[config.mk]
export PLATFORM = sky130hd
export DESIGN_NAME = tx_code_group_ctrl
export DESIGN_NICKNAME = d
export VERILOG_FILES = /design/src/rtl/tx_code_group_ctrl.sv
export SDC_FILE = /design/constraint.sdc
export NUM_CORES = 1
export LEC_CHECK = 0
export CORE_MARGIN = 2
export CORE_UTILIZATION = 35
export DETAILED_ROUTE_END_ITERATION = 10
export PLACE_DENSITY_LB_ADDON = 0.3
export SLEW_MARGIN = 10
export SYNTH_ARGS = -nofsm -noshare
export SYNTH_HDL_FRONTEND = slang
export SYNTH_SLANG_ARGS = --single-unit
[constraint.sdc]
create_clock -name GTX_CLK -period 2.5 [get_ports GTX_CLK]
set_clock_uncertainty 0.2 [all_clocks]
set_input_delay 0.25 -clock GTX_CLK [delete_from_list [all_inputs] [get_ports GTX_CLK]]
set_output_delay 0.25 -clock GTX_CLK [all_outputs]
set_load 0.01 [all_outputs]
[src/rtl/tx_code_group_ctrl.sv]
// 1000BASE-X PCS transmit code-group sequencer between TRANSMIT and ENCODE; one registered code-group per GTX_CLK.
// `define TXCG_CONFIG_EN to add /C/ (CONFIG) ordered sets; otherwise CONFIG requests are sent as /V/.
module tx_code_group_ctrl #(
  parameter logic [7:0] I1_DATA = 8'hC5,
  parameter logic [7:0] I2_DATA = 8'h50,
  parameter int         CFG_W   = 16
) (
  input  logic             GTX_CLK,
  input  logic             mr_main_reset,
  input  logic [2:0]       tx_o_set,
  input  logic [7:0]       TXD,
  input  logic             rd_pos,
  input  logic [CFG_W-1:0] cfg_reg,
  output logic [7:0]       enc_data,
  output logic             enc_k,
  output logic             tx_even,
  output logic             TX_OSET_indicate
);

  localparam logic [2:0] OS_IDLE = 3'd0, OS_S = 3'd1, OS_T = 3'd2, OS_R = 3'd3,
                         OS_V = 3'd4, OS_DATA = 3'd5, OS_CONFIG = 3'd6;
  localparam logic [7:0] K28_5 = 8'hBC, K27_7 = 8'hFB, K29_7 = 8'hFD,
                         K23_7 = 8'hF7, K30_7 = 8'hFE, D21_5 = 8'hB5, D2_2 = 8'h42;

  typedef enum logic [2:0] {
    GEN, IDLE_K, IDLE_D
`ifdef TXCG_CONFIG_EN
    , CFG_K, CFG_D, CFG_LO, CFG_HI
`endif
  } state_t;

  state_t     state, state_nxt;
  logic [7:0] data_nxt;
  logic       k_nxt, ind_nxt;
  logic       rd_lat, rd_lat_nxt;

`ifdef TXCG_CONFIG_EN
  logic [CFG_W-1:0] cfg_lat, cfg_lat_nxt;
  logic             cfg_toggle, cfg_toggle_nxt;
`else
  wire unused_cfg = ^cfg_reg;
`endif

  always_ff @(posedge GTX_CLK or posedge mr_main_reset) begin
    if (mr_main_reset) begin
      state            <= GEN;
      enc_data         <= 8'h00;
      enc_k            <= 1'b0;
      tx_even          <= 1'b0;
      TX_OSET_indicate <= 1'b1;
      rd_lat           <= 1'b0;
`ifdef TXCG_CONFIG_EN
      cfg_lat          <= '0;
      cfg_toggle       <= 1'b0;
`endif
    end else begin
      state            <= state_nxt;
      enc_data         <= data_nxt;
      enc_k            <= k_nxt;
      tx_even          <= ~tx_even;
      TX_OSET_indicate <= ind_nxt;
      rd_lat           <= rd_lat_nxt;
`ifdef TXCG_CONFIG_EN
      cfg_lat          <= cfg_lat_nxt;
      cfg_toggle       <= cfg_toggle_nxt;
`endif
    end
  end

  always_comb begin
    state_nxt  = state;
    data_nxt   = enc_data;
    k_nxt      = enc_k;
    ind_nxt    = TX_OSET_indicate;
    rd_lat_nxt = rd_lat;
`ifdef TXCG_CONFIG_EN
    cfg_lat_nxt    = cfg_lat;
    cfg_toggle_nxt = cfg_toggle;
`endif
    if (TX_OSET_indicate) begin
      // Decision edge: a K28.5 set may only start when the next slot is even (current tx_even=0).
      state_nxt = GEN;
      ind_nxt   = 1'b1;
      k_nxt     = 1'b1;
      data_nxt  = K30_7;
      case (tx_o_set)
        OS_IDLE: begin
          if (!tx_even) begin
            state_nxt  = IDLE_K;
            data_nxt   = K28_5;
            ind_nxt    = 1'b0;
            rd_lat_nxt = rd_pos;
          end else begin
            data_nxt = K23_7;
          end
        end
        OS_S:    data_nxt = K27_7;
        OS_T:    data_nxt = K29_7;
        OS_R:    data_nxt = K23_7;
        OS_V:    data_nxt = K30_7;
        OS_DATA: begin
          data_nxt = TXD;
          k_nxt    = 1'b0;
        end
`ifdef TXCG_CONFIG_EN
        OS_CONFIG: begin
          if (!tx_even) begin
            state_nxt   = CFG_K;
            data_nxt    = K28_5;
            ind_nxt     = 1'b0;
            cfg_lat_nxt = cfg_reg;
          end else begin
            data_nxt = K23_7;
          end
        end
`endif
        default: data_nxt = K30_7;
      endcase
    end else begin
      case (state)
        IDLE_K: begin
          state_nxt = IDLE_D;
          data_nxt  = rd_lat ? I1_DATA : I2_DATA;
          k_nxt     = 1'b0;
          ind_nxt   = 1'b1;
        end
`ifdef TXCG_CONFIG_EN
        CFG_K: begin
          state_nxt = CFG_D;
          data_nxt  = cfg_toggle ? D2_2 : D21_5;
          k_nxt     = 1'b0;
          ind_nxt   = 1'b0;
        end
        CFG_D: begin
          state_nxt = CFG_LO;
          data_nxt  = cfg_lat[7:0];
          k_nxt     = 1'b0;
          ind_nxt   = 1'b0;
        end
        CFG_LO: begin
          state_nxt      = CFG_HI;
          data_nxt       = cfg_lat[15:8];
          k_nxt          = 1'b0;
          ind_nxt        = 1'b1;
          cfg_toggle_nxt = ~cfg_toggle;
        end
`endif
        default: begin
          // Unreachable mid-set state: recover with /V/ and a fresh decision.
          state_nxt = GEN;
          data_nxt  = K30_7;
          k_nxt     = 1'b1;
          ind_nxt   = 1'b1;
        end
      endcase
    end
  end

endmodule

* Word-level counts from Yosys, hierarchy flattened
Cells that the tools add are included.
** Operators by class
- Reductions and logical operators :: 2
- Bitwise operators :: 1
- Muxes and demuxes :: 15
- Eq/ne operators :: 5
** Operator list (number)
- $pmux W8 S5 :: 1
- $mux W8 :: 3
- $mux W1 :: 8
- $mux W7 :: 1
- $eq A3 B1 Y1 const B :: 2
- $eq A3 B2 Y1 const B :: 2
- $eq A3 B3 Y1 const B :: 1
- $logic_not A3 Y1 :: 1
- $mux W3 :: 1
- $reduce_and A3 Y1 :: 1
- $mux W2 :: 1
- $not A1 Y1 :: 1
** Storage, ports and cells
- Flip-flop bits (word level) :: 15
- Input port bits :: 30
- Output and inout port bits :: 11

* Longest topological paths before layout
- Depth after elaboration :: 3
- Depth in mapped cells :: 3
- Depth with buffers taken out :: 3

* Worst setup path after synthesis
No wires, ideal clock.
- Path kind :: reg-to-reg
- Start :: register TX_OSET_indicate
- End :: register rd_lat
- Slack :: 1062 ps
- Data arrival time :: 1112 ps
- Library setup time :: 125 ps
- Cell stages (with the launch flop) :: 4
- Clock period less this slack :: 1438 ps
- Cells stage by stage :: dfstp_2 and2b_1 nand2_2 mux2_4
** On the way
- Cells in the longest elaborated chain, start to end :: 1
** Ends and longest elaborated chain
- from (decl) :: line 17 : output logic TX_OSET_indicate
- from (signal assigned) :: line 61 : TX_OSET_indicate <= ind_nxt;
- $reduce_and A3 Y1 (no line)
- to (signal assigned) :: line 62 : rd_lat <= rd_lat_nxt;
- to (decl) :: line 35 : logic rd_lat, rd_lat_nxt;
No other way between the ends.
A chain may end at the register's enable or synchronous reset.

* Worst setup path after layout
- Start :: register TX_OSET_indicate
- End :: output TX_OSET_indicate
No word-level cell between the ends.

==> summary by stage <==
Status
The run finished with clean final reports.

Layout
The repair_antennas step left the layout with diodes totalling 0. From synthesis to final layout, the design area changed by 52.20%. The final standard cell utilization of the core is 57.39%.

After filler insertion, the fill cell instance count of the layout stands at 139. The net count of the finished layout is 109. Of the cells placed in the final design, the portion with a size suffix greater than 1 is 11.54%. The final cell area excluding filler cells is 864.6 um2. Leaving out filler cells and counting taps, the final layout contains 94.

Setup path
In this run the worst setup path terminates at TX_OSET_indicate. The startpoint identified for the worst register-to-register timing path is TX_OSET_indicate. The critical path starts at TX_OSET_indicate. The data arrival time of the critical path is 1.43 ns. The depth of the worst register-to-register path is 3.

The critical path capture point type is a primary output. The largest fanout on the critical path is 7. The cell class contributing the biggest share of worst-path delay is flip-flops. On the critical path, the stage with the largest delay is an instance of dfstp_2. The total stage count of the critical path is 1. The worst setup path is of the reg -> out kind. For this run, the slowest stage of the critical path takes 0.60 ns. Setup slack on the worst reg-to-reg path comes out at 1.01 ns.

Counting both buffers and inverters, the worst setup path holds a total of 1. The signal on the critical path passes through clkdlybuf4s50_1. The end of the worst register-to-register path is rd_lat.

The data required time at the worst endpoint is 2.05 ns. The type of element launching the critical path is a flop.

Floorplan
The number of top-level pins is 41. The initial utilization of the core area, before any placement, comes to 37.71%. In this run the standard cell core region covers 1506 um2. The row count is 14. The die covers between 1500 and 2000 um2. The die is 44.29 um tall. Measured along the x axis, the die boundary spans 44.29 um.

Logic synthesis
The flip-flop cell with the highest count after synthesis is dfrtp_1. The most used standard cell by instance count after synthesis is dfrtp_1. For this run, the number of Yosys warnings is 0.

The biggest area contributor in the post-synthesis netlist is dfrtp_1. The post-synthesis share of cell area spent on and, or, nand and nor gates is 25.55%. The post-synthesis register bit count is 14. Summed over its instances, the top area cell type makes up 57.27% of the synthesized netlist area. In the synthesized netlist, the number of instances is 50. The fraction of the mapped netlist area in compound gates is under 10%. In the synthesized netlist the async set-or-reset flop fraction comes to 100.0%. The count of cell types in the netlist is 21. Counting instances in the post-synthesis netlist gives the leading cell types as 13 x dfrtp_1, 9 x nor2_1, 3 x a21oi_1, 3 x inv_1, 3 x nand2_1. By area the synthesized netlist is led by dfrtp_1 57%, nor2_1 5.9%, dfstp_2 4.6%. The synthesized area divided by synthesized cell count is approximately 11 um2. After synthesis, the largest family of logic cells by area is simple AND/OR/NAND/NOR gates. The multiplexer share of the synthesized area is 2.643%. The synthesized netlist occupies a cell area of 568.0 um2. In this run, synthesis inferred 0 flip-flops with an integrated enable. Sequential cells were found to cover between 60% and 70% of the synthesized design area. The number of nets produced by synthesis is 80. The arithmetic-cell share of the synthesized area counting full adders, half adders and majority gates is 0%.

The share of the synthesized netlist area taken by xor and xnor gates is 0%.

Global route
The global-route wire length before repair is 1828 um. In the global route stage, met3 resource usage came out at under 10%. Summed over all layers, the global routing overflow is 0. The via count of the first global-routing pass was 440.

Global routing consumed, on the met2 layer, 21.47% of the routing resources. The most crowded layer after global routing is met2. The number of antenna violations at the first check in global routing is 0. Entering global routing, the biggest net connects 15 pins.

The global routing usage summed across all routing layers is 13.39%. The global-route met1 utilization is roughly 15%.

Clock tree
The count of cells resized by post-cts repair is 0. For this design, the sink count on the clock tree is 14. TritonCTS built the clock tree. For this design, the CTS-stage hold fixing added 0 buffers.

The clock tree root buffer cell is clkbuf_4. The clock passes through at most 2 buffers. The later-pin clock latency in the skew report is ~0.28 ns. CTS built an H-tree with a depth of 1.

The buffer count from post-CTS setup fixing is 0. The number of buffers created by CTS is 3. Clock-pin slew was measured on the worst setup and hold paths at 0.09 ns.

Timing
The final-report hold violation count is 0. The post-route setup TNS is 0 ns. Setup repair after global routing left no endpoint under its margin.

The post-route minimum period is between 1.5 and 2 ns. Headroom to the max-slew limit came out at 65.56%. The final critical-path share of the clock period is 75.35%. Setup violations remaining at the end of the flow were counted as 0.

The final-report max-slew violation count was 0. At the pin with the least slew margin, the transition time is approximately 0.52 ns. The highest clock frequency the design can meet is ~530 MHz.

Pwr
Power spread over the standard cell area amounts to between 500 and 600 nW/um2. The total power is 475.3 uW. Across the VDD grid, the largest voltage drop is around 0.27 mV.

The leakage dissipation is 0.0003727 uW.

Placed design
The estimated wirelength of the detail-placed design is 798.5 um. The final RePlAce weighted congestion is 0.7197. The cell area reported after detailed placement is roughly 830 um2. In this run, placement finished with an instance count of 90. The number of port buffers is 24.

Drt
The routed wire length is 1125 um. After detailed routing, the number of remaining DRC violations is 0. The overall via count from detail_route is 450. In the routed layout, each cell is associated on average with a via count of 4.787.

In this run, the number of DRC markers left after iteration 0 of detailed routing was 8. The average wire per standard cell is roughly 12 um. The number of nets with antenna violations after detailed routing is 0. The first-pass iteration count of the detailed router is 4.

Hold path
In this run the worst hold path is classified as in -> async.

Flow run
Across the run, the number of max-cap violations was 0.
## how the worst min path moves through the flow
stage	start	end	slack, ns	cells past startpoint
after floorplan	mr_main_reset	enc_data[0]	-0.06	1
after global routing	mr_main_reset	enc_k	0.14	2
after global placement	state[1]	state[1]	0.27	1
after detailed placement	state[1]	state[1]	0.29	1
after CTS	mr_main_reset	enc_data[7]	0.11	2
final	mr_main_reset	enc_data[3]	0.1	2
## flip-flops by register name, indices dropped and copies added, names as in the netlist
register,count
TX_OSET_indicate,1
enc_data,8
enc_k,1
rd_lat,1
state,2
tx_even,1
## placed cells by master (no fill, tap or decap)
cell type / count
dfrtp_1: 13
nor3b_2: 1
a221o_1: 1
clkbuf_4: 3
o32ai_1: 1
nor3_1: 1
nand4b_1: 1
nor2_1: 9
a21oi_1: 3
clkdlybuf4s50_1: 24
nor3_2: 1
nand2_1: 3
mux2_4: 1
nand2_2: 1
inv_1: 3
and2b_1: 2
or3b_1: 1
dfstp_2: 1
a31oi_1: 1
clkbuf_8: 1
and3b_1: 1
nor2b_1: 2
o21ai_0: 1
nand2b_1: 2
## report_power, final
| group | switching, uW | internal, uW | leakage, uW | total (uW) |
|---|---|---|---|---|
| clock network | 73.7 | 88.5 | 0.0000210 | 162 |
| logic | 25.4 | 43.1 | 0.000204 | 68.5 |
| registers | 6.74 | 238 | 0.000148 | 245 |
| total | 106 | 369 | 0.000373 | 475 |
## cell type report
| type | instances | area [um2] | share of cell area (%) |
|---|---|---|---|
| well taps | 16 | 20.02 | 2.315 |
| inverters | 3 | 11.26 | 1.302 |
| multi-input cells | 33 | 205.2 | 23.73 |
| repair buffers | 24 | 240.2 | 27.79 |
| flip-flops and latches | 14 | 351.6 | 40.67 |
| clock buffers | 4 | 36.28 | 4.197 |
## per-layer routing
layer  part of all wire (%)  wire length (um)
met5                      0                 0
met4                   0.89                10
met3                    7.2                81
met2                     46               514
met1                     46               518
## kinds of logic (layout without fill, tap and decap cells)
group,count (synthesis),in the layout
simple gates,25,25
flops,14,14
compound gates,7,7
buf+inv,3,31
mux,1,1
## worst reg2reg max path, stage by stage, from the launching register on
cell	delay (ns)
dfstp_2	0.60
and2b_1	0.19
nand2_2	0.09
mux2_4	0.30
## metrics by stage
stage / hold WS [ns] / worst slack [ns]
after floorplan: -0.06150 / 1.062
after global placement: 0.2691 / 0.7292
after global routing: 0.1402 / 0.5632
final: 0.09935 / 0.6161
after CTS: 0.1150 / 0.6015
after detailed placement: 0.2913 / 0.7152
Note: power is estimated with default switching activity, not from simulation.
